==> src/rtl/sim_run_controller.sv <==
// sim_run_controller: drives the harness reset pulse, watches per-harness pass/fail flags and ends the run as pass, fail or timeout.
module sim_run_controller #(
  parameter int N_HARNESS      = 1,
  parameter int RESET_CYCLES   = 2,
  parameter int TIMEOUT_CYCLES = 1000000,
  parameter int CNT_W          = 32,
  parameter bit RST_PIN_PULLUP = 1'b1
) (
  input  logic                 clock,
  input  logic                 reset,
  input  logic                 rerun,
  input  logic [N_HARNESS-1:0] io_success,
  input  logic [N_HARNESS-1:0] io_fail,
  output logic                 harness_reset,
  output logic                 running,
  output logic                 done,
  output logic                 pass,
  output logic                 timeout,
  output logic [N_HARNESS-1:0] success_vec,
  output logic [N_HARNESS-1:0] fail_vec,
  output logic [CNT_W-1:0]     cycle_count
);
  typedef enum logic [2:0] {S_HOLD, S_RUN, S_PASS, S_FAIL, S_TOUT} state_e;
  localparam int HW = RESET_CYCLES > 1 ? $clog2(RESET_CYCLES) : 1;
  localparam logic [HW-1:0] HOLD_LAST = HW'(RESET_CYCLES - 1);
  localparam logic [63:0] TO_LAST = 64'(TIMEOUT_CYCLES) - 64'd1;
  localparam logic [63:0] CNT_MAX = CNT_W >= 64 ? '1 : (64'd1 << CNT_W) - 64'd1;
  localparam logic HR_ON = RST_PIN_PULLUP ? 1'b0 : 1'b1;
  if (TIMEOUT_CYCLES != 0 && TO_LAST > CNT_MAX) begin : g_sat_warn
    $warning("sim_run_controller: CNT_W too small, timeout can never fire");
  end
  state_e state_q, state_d;
  logic [HW-1:0] hold_q, hold_d;
  logic [CNT_W-1:0] cyc_q, cyc_d;
  logic [N_HARNESS-1:0] succ_q, succ_d, fail_q, fail_d;
  logic hr_q, run_q, done_q, pass_q, to_q;
  logic timeout_hit;
  assign timeout_hit = (TIMEOUT_CYCLES != 0) && (64'(cyc_q) == TO_LAST);
  always_comb begin
    state_d = state_q;
    hold_d  = hold_q;
    cyc_d   = cyc_q;
    succ_d  = succ_q;
    fail_d  = fail_q;
    case (state_q)
      S_HOLD: begin
        hold_d = hold_q + 1'b1;
        if (hold_q == HOLD_LAST) begin
          state_d = S_RUN;
          hold_d  = '0;
          cyc_d   = '0;
        end
      end
      S_RUN: begin
        succ_d = succ_q | io_success;
        cyc_d  = &cyc_q ? cyc_q : cyc_q + 1'b1;
        if (|io_fail) begin
          state_d = S_FAIL;
          fail_d  = io_fail;
        end else if (&succ_d) state_d = S_PASS;
        else if (timeout_hit) state_d = S_TOUT;
      end
      default: if (rerun) begin
        state_d = S_HOLD;
        hold_d  = '0;
        cyc_d   = '0;
        succ_d  = '0;
        fail_d  = '0;
      end
    endcase
  end
  // Flags are registered from the next state so every output is a flop.
  always_ff @(posedge clock or posedge reset) begin
    if (reset) begin
      state_q <= S_HOLD;
      hold_q  <= '0;
      cyc_q   <= '0;
      succ_q  <= '0;
      fail_q  <= '0;
      hr_q    <= HR_ON;
      run_q   <= 1'b0;
      done_q  <= 1'b0;
      pass_q  <= 1'b0;
      to_q    <= 1'b0;
    end else begin
      state_q <= state_d;
      hold_q  <= hold_d;
      cyc_q   <= cyc_d;
      succ_q  <= succ_d;
      fail_q  <= fail_d;
      hr_q    <= state_d == S_HOLD ? HR_ON : ~HR_ON;
      run_q   <= state_d == S_RUN;
      done_q  <= state_d == S_PASS || state_d == S_FAIL || state_d == S_TOUT;
      pass_q  <= state_d == S_PASS;
      to_q    <= state_d == S_TOUT;
    end
  end
  assign harness_reset = hr_q;
  assign running       = run_q;
  assign done          = done_q;
  assign pass          = pass_q;
  assign timeout       = to_q;
  assign success_vec   = succ_q;
  assign fail_vec      = fail_q;
  assign cycle_count   = cyc_q;
endmodule

==> config.mk <==
export PLATFORM = sky130hd
export DESIGN_NAME = sim_run_controller
export DESIGN_NICKNAME = d
export VERILOG_FILES = /design/src/rtl/sim_run_controller.sv
export SDC_FILE = /design/constraint.sdc
export NUM_CORES = 1
export LEC_CHECK = 0
export ABC_CLOCK_PERIOD_IN_PS = 2100
export BUFFER_PORTS_ARGS = -buffer_cell sky130_fd_sc_hd__buf_2
export CAP_MARGIN = 20
export CELL_PAD_IN_SITES_DETAIL_PLACEMENT = 0
export CELL_PAD_IN_SITES_GLOBAL_PLACEMENT = 2
export CORE_MARGIN = 4
export CORE_UTILIZATION = 35
export CTS_BUF_LIST = sky130_fd_sc_hd__clkbuf_8
export CTS_CLUSTER_DIAMETER = 40
export DETAILED_ROUTE_END_ITERATION = 8
export GPL_TIMING_DRIVEN = 0
export PLACE_DENSITY_LB_ADDON = 0.2
export SYNTH_ARGS = -nofsm -noshare
export SYNTH_HDL_FRONTEND = slang
export SYNTH_SLANG_ARGS = --single-unit
==> constraint.sdc <==
create_clock -name clock -period 2.1 [get_ports clock]
set_input_delay 0.21 -clock clock [delete_from_list [all_inputs] [get_ports clock]]
set_output_delay 0.21 -clock clock [all_outputs]
set_load 0.1 [all_outputs]
==> impl_metrics.toml <==
[sta]
max_slew.worst_pin.slew_ns = 0.529
fin_crit_sh_pct = 97.8
hold_viol = 0
maxSlewViolCount = 0
fin_skew_ns = 0.00525
fmax_ghz = 0.487
grt_setup_unrepaired = "true"
period_needed_ns = 2.05
hold_ws_ns = 0.147
max-slew-margin-rel_pct = 64.7
setup_viol = 0

[clock_network]
cts_buffer_depth = 2
cts_root_buffer = "clkbuf_8"
numCtsBuffers = 5
h-tree-depth = 2
clock_latency_ns = 0.30
clkSinkCount = 43
tritoncts = "done"
path_clk_slew_ns = 0.09

[layout]
drive_above_1_share_pct = 43.1
num_antenna_cells = 0
fillerInstances = 687
syn_to_final_growth_pct = 35.4
final_cells = 428
nNetsFinal = 337

[status]
status = "completed"

[global_routing]
grt_pass1_vias = 2311
overflow = 0
antenna_found_initial = 0
track_usage_pct = 18.9
grt_max_degree = 24
grt_pass1_wl_um = 12600

[logic_synthesis]
syn_avg_cell_area_sq_um = 9.26
synthMuxAreaShare_pct = 0
ys_top_cells_by_area = "dfrtp_1 (44%), o31ai_1 (7.9%), o21ai_0 (4.2%)"
yosysTopAreaCell = "dfrtp_1"
synth-xor-area-share_pct = 0.708
yosys_warnings = 0
synth.top_cell.area_share_pct = 43.5
synth-edff-count = 0
synth-main-ff-cell = "dfrtp_1"
syn_area_sq_um = 2470
async_reset_ff_share_pct = 100
syn-num-nets = 273
ys_types = 47
synth_cells = 267
synth_seq_cells = 43
synth_top_family_by_area = "simple AND/OR/NAND/NOR gates"
synth_compound_area_share_pct = 24.6
yosysSeqAreaShare_pct = 43.5
synthAdderAreaFrac_pct = 0.506
yosys.area_share.simple_pct = 25.6

[setup_path]
required_ns = 2.28
start_kind = "register"
reg2regPathDepth = 7
critical_path.max_stage_delay_ns = 0.48
slowest_stage = "dfrtp_4"
cp.arrival_ns = 2.24
reg2reg_to = "cycle_count[27]"
timing.rr.start = "cycle_count[23]"
cp_cell_sequence = "and4_1 > buf_6 > nand4_1 > nor4_4 > nand2b_4 > clkbuf_16 > o31ai_2"
endpoint_kind = "register"
timing_worst_setup_path_type = "register to register"
cp_max_fo = 8
rrSetupSlack_ns = 0.05

[pwr]
p_int_mw = 1.84
combPwrFrac_pct = 50.4
vdd_ir_drop_max_uv = 788
p_leak_nw = 1.47
p_sw_mw = 1.71
p_sw_share_pct = 48.1
clockPowerShare_pct = 19.8
p_seq_share_pct = 29.8
power_density_nw_per_um2 = 1060

[route]
dr.pass1.iters = 4
wirelength_um = 7960
ant_nets = 0
vias_per_cell = 5.72
drt_iter0_markers = 129
drc = 0
dr_total_vias = 2450
avgRoutedWirePerCell_um = 18.6

[hold_path]
hold_path_depth = 2
holdPathEnd = "success_vec"
hp-start = "rerun"
min_path_type = "primary input to register"

[placed_design]
dp_hpwl_um = 5380
dp_cells = 407
gp_congestion = 0.818
io_buffers = 43

[die]
ios = 44
die_area_sq_um = 8480
die_h_um = 92.1
num_rows = 30
die_width_um = 92.1
start_util_pct = 36.2
core_area_sq_um = 6830

[job]
drv_cap = 0
## synthesized netlist by cell type, types with 2 or more instances
| master | instances |
|---|---|
| o31ai_1 | 26 |
| nand4_1 | 9 |
| o211ai_1 | 4 |
| clkbuf_1 | 7 |
| or4_1 | 6 |
| a21o_1 | 4 |
| and2_1 | 2 |
| nor3_1 | 5 |
| nand3_1 | 15 |
| a21oi_1 | 8 |
| or2_2 | 2 |
| and4_1 | 9 |
| xnor2_1 | 2 |
| buf_4 | 4 |
| a22o_1 | 2 |
| o21ai_1 | 2 |
| nor2_1 | 14 |
| nor4_1 | 3 |
| o21ai_0 | 21 |
| nor4b_1 | 2 |
| nand2_1 | 20 |
| nand2b_1 | 6 |
| dfrtp_1 | 43 |
| inv_1 | 2 |
| a31oi_1 | 7 |
| a41oi_1 | 6 |
| buf_1 | 4 |
| buf_2 | 7 |
| o41ai_1 | 2 |
| and3_1 | 6 |
## layer usage
| metal | GRT usage, % | vias up | share of wire [%] | wire length, um |
|---|---|---|---|---|
| li1 | - | 1169 | - | - |
| met1 | 27.1 | 1197 | 47 | 3760 |
| met2 | 29.4 | 74 | 46 | 3630 |
| met3 | 3.04 | 10 | 5.9 | 466 |
| met4 | 5.32 | 0 | 1.3 | 107 |
| met5 | 0 | - | 0 | 0 |
## power groups by stage
stage / clock network [mW] / logic [mW] / registers, mW
2_1_floorplan: 0 / 0.667 / 1.63
3_3_place_gp: 0 / 1.61 / 1.06
3_5_place_dp: 0 / 1.62 / 1.07
4_1_cts: 0.730 / 1.63 / 1.05
5_1_grt: 0.771 / 1.92 / 1.08
6_report: 0.705 / 1.79 / 1.06
## stage by stage
stage	setup TNS (ns)	worst slack, ns	utilization [%]	power, mW	area (sq um)
finish	0	0.0458	49.0	3.56	3350
global route	-0.374	-0.0485	49.0	3.77	3350
CTS	0	0.00301	45.8	3.41	3130
detailed placement	-4.99	-0.282	43.2	2.68	2950
global placement	-7.36	-0.307	42.9	2.68	2930
floorplan	-0.798	-0.0953	-	2.30	2600
## flip-flops by register name (all words and copies together) (netlist names)
signal and flops:
state_q 3, done 1, cycle_count 32, timeout 1
harness_reset 1, running 1, fail_vec 1, pass 1
success_vec 1, hold_q 1
## repair_timing
action	in CTS	in global routing
pin swaps	1	9
buffers inserted	2	10
resized for setup	10	30
hold buffers	1	0
endpoints found under the setup margin	31	30
endpoints found under the hold margin	20	0
cloned	0	2
## how the worst max path moves through the flow
stage               slack [ns]  depth (start not counted)            start         endpoint
floorplan                 -0.1                          8  cycle_count[23]  cycle_count[14]
global placement         -0.31                          7       state_q[2]   cycle_count[2]
detailed placement       -0.28                          7       state_q[2]   cycle_count[2]
CTS                      0.003                          5  cycle_count[28]          running
global route             -0.05                          7       state_q[1]  cycle_count[15]
finish                    0.05                          7  cycle_count[23]  cycle_count[27]
## critical path, delay by kind of cell (launching register included)
family / cells / cell delay, ns
buf+inv: 2 / 0.28
simple gates: 4 / 1.10
compound gates: 1 / 0.06
flops: 1 / 0.48
## cells by family after synthesis
logic type                 count (synthesis)
DFF                                       43
buffers and inverters                     25
AOI/OAI and AO/OA                         90
adders and majority gates                  1
and+or+nand+nor                          106
xor gates and xnor gates                   2
## cells in the final DEF, fill, tap and decap left out, drive strengths merged, types with 3 or more instances in the layout
cell type,instances
and3,6
nand2b,6
buf,70
a21oi,8
nor4,4
and4,9
or4,7
o31ai,26
a41oi,6
a21o,4
o211ai,4
nand3,15
dfrtp,43
inv,3
o21ai,23
nor3,5
nand2,21
nor2,14
a31oi,7
nand4,10
clkbuf,15
## area by class of cell
type,instances,area [sq um],share of cell area (%)
inverter,2,7.51,0.224
buffer,21,149,4.45
sequential,43,1170,35.0
clock inverter,2,38.8,1.16
tap,96,120,3.59
timing repair buffer,59,398,11.9
multi-input combinational,199,1380,41.2
clock buffer,6,82.6,2.47
(Power assumes the default switching activity.)
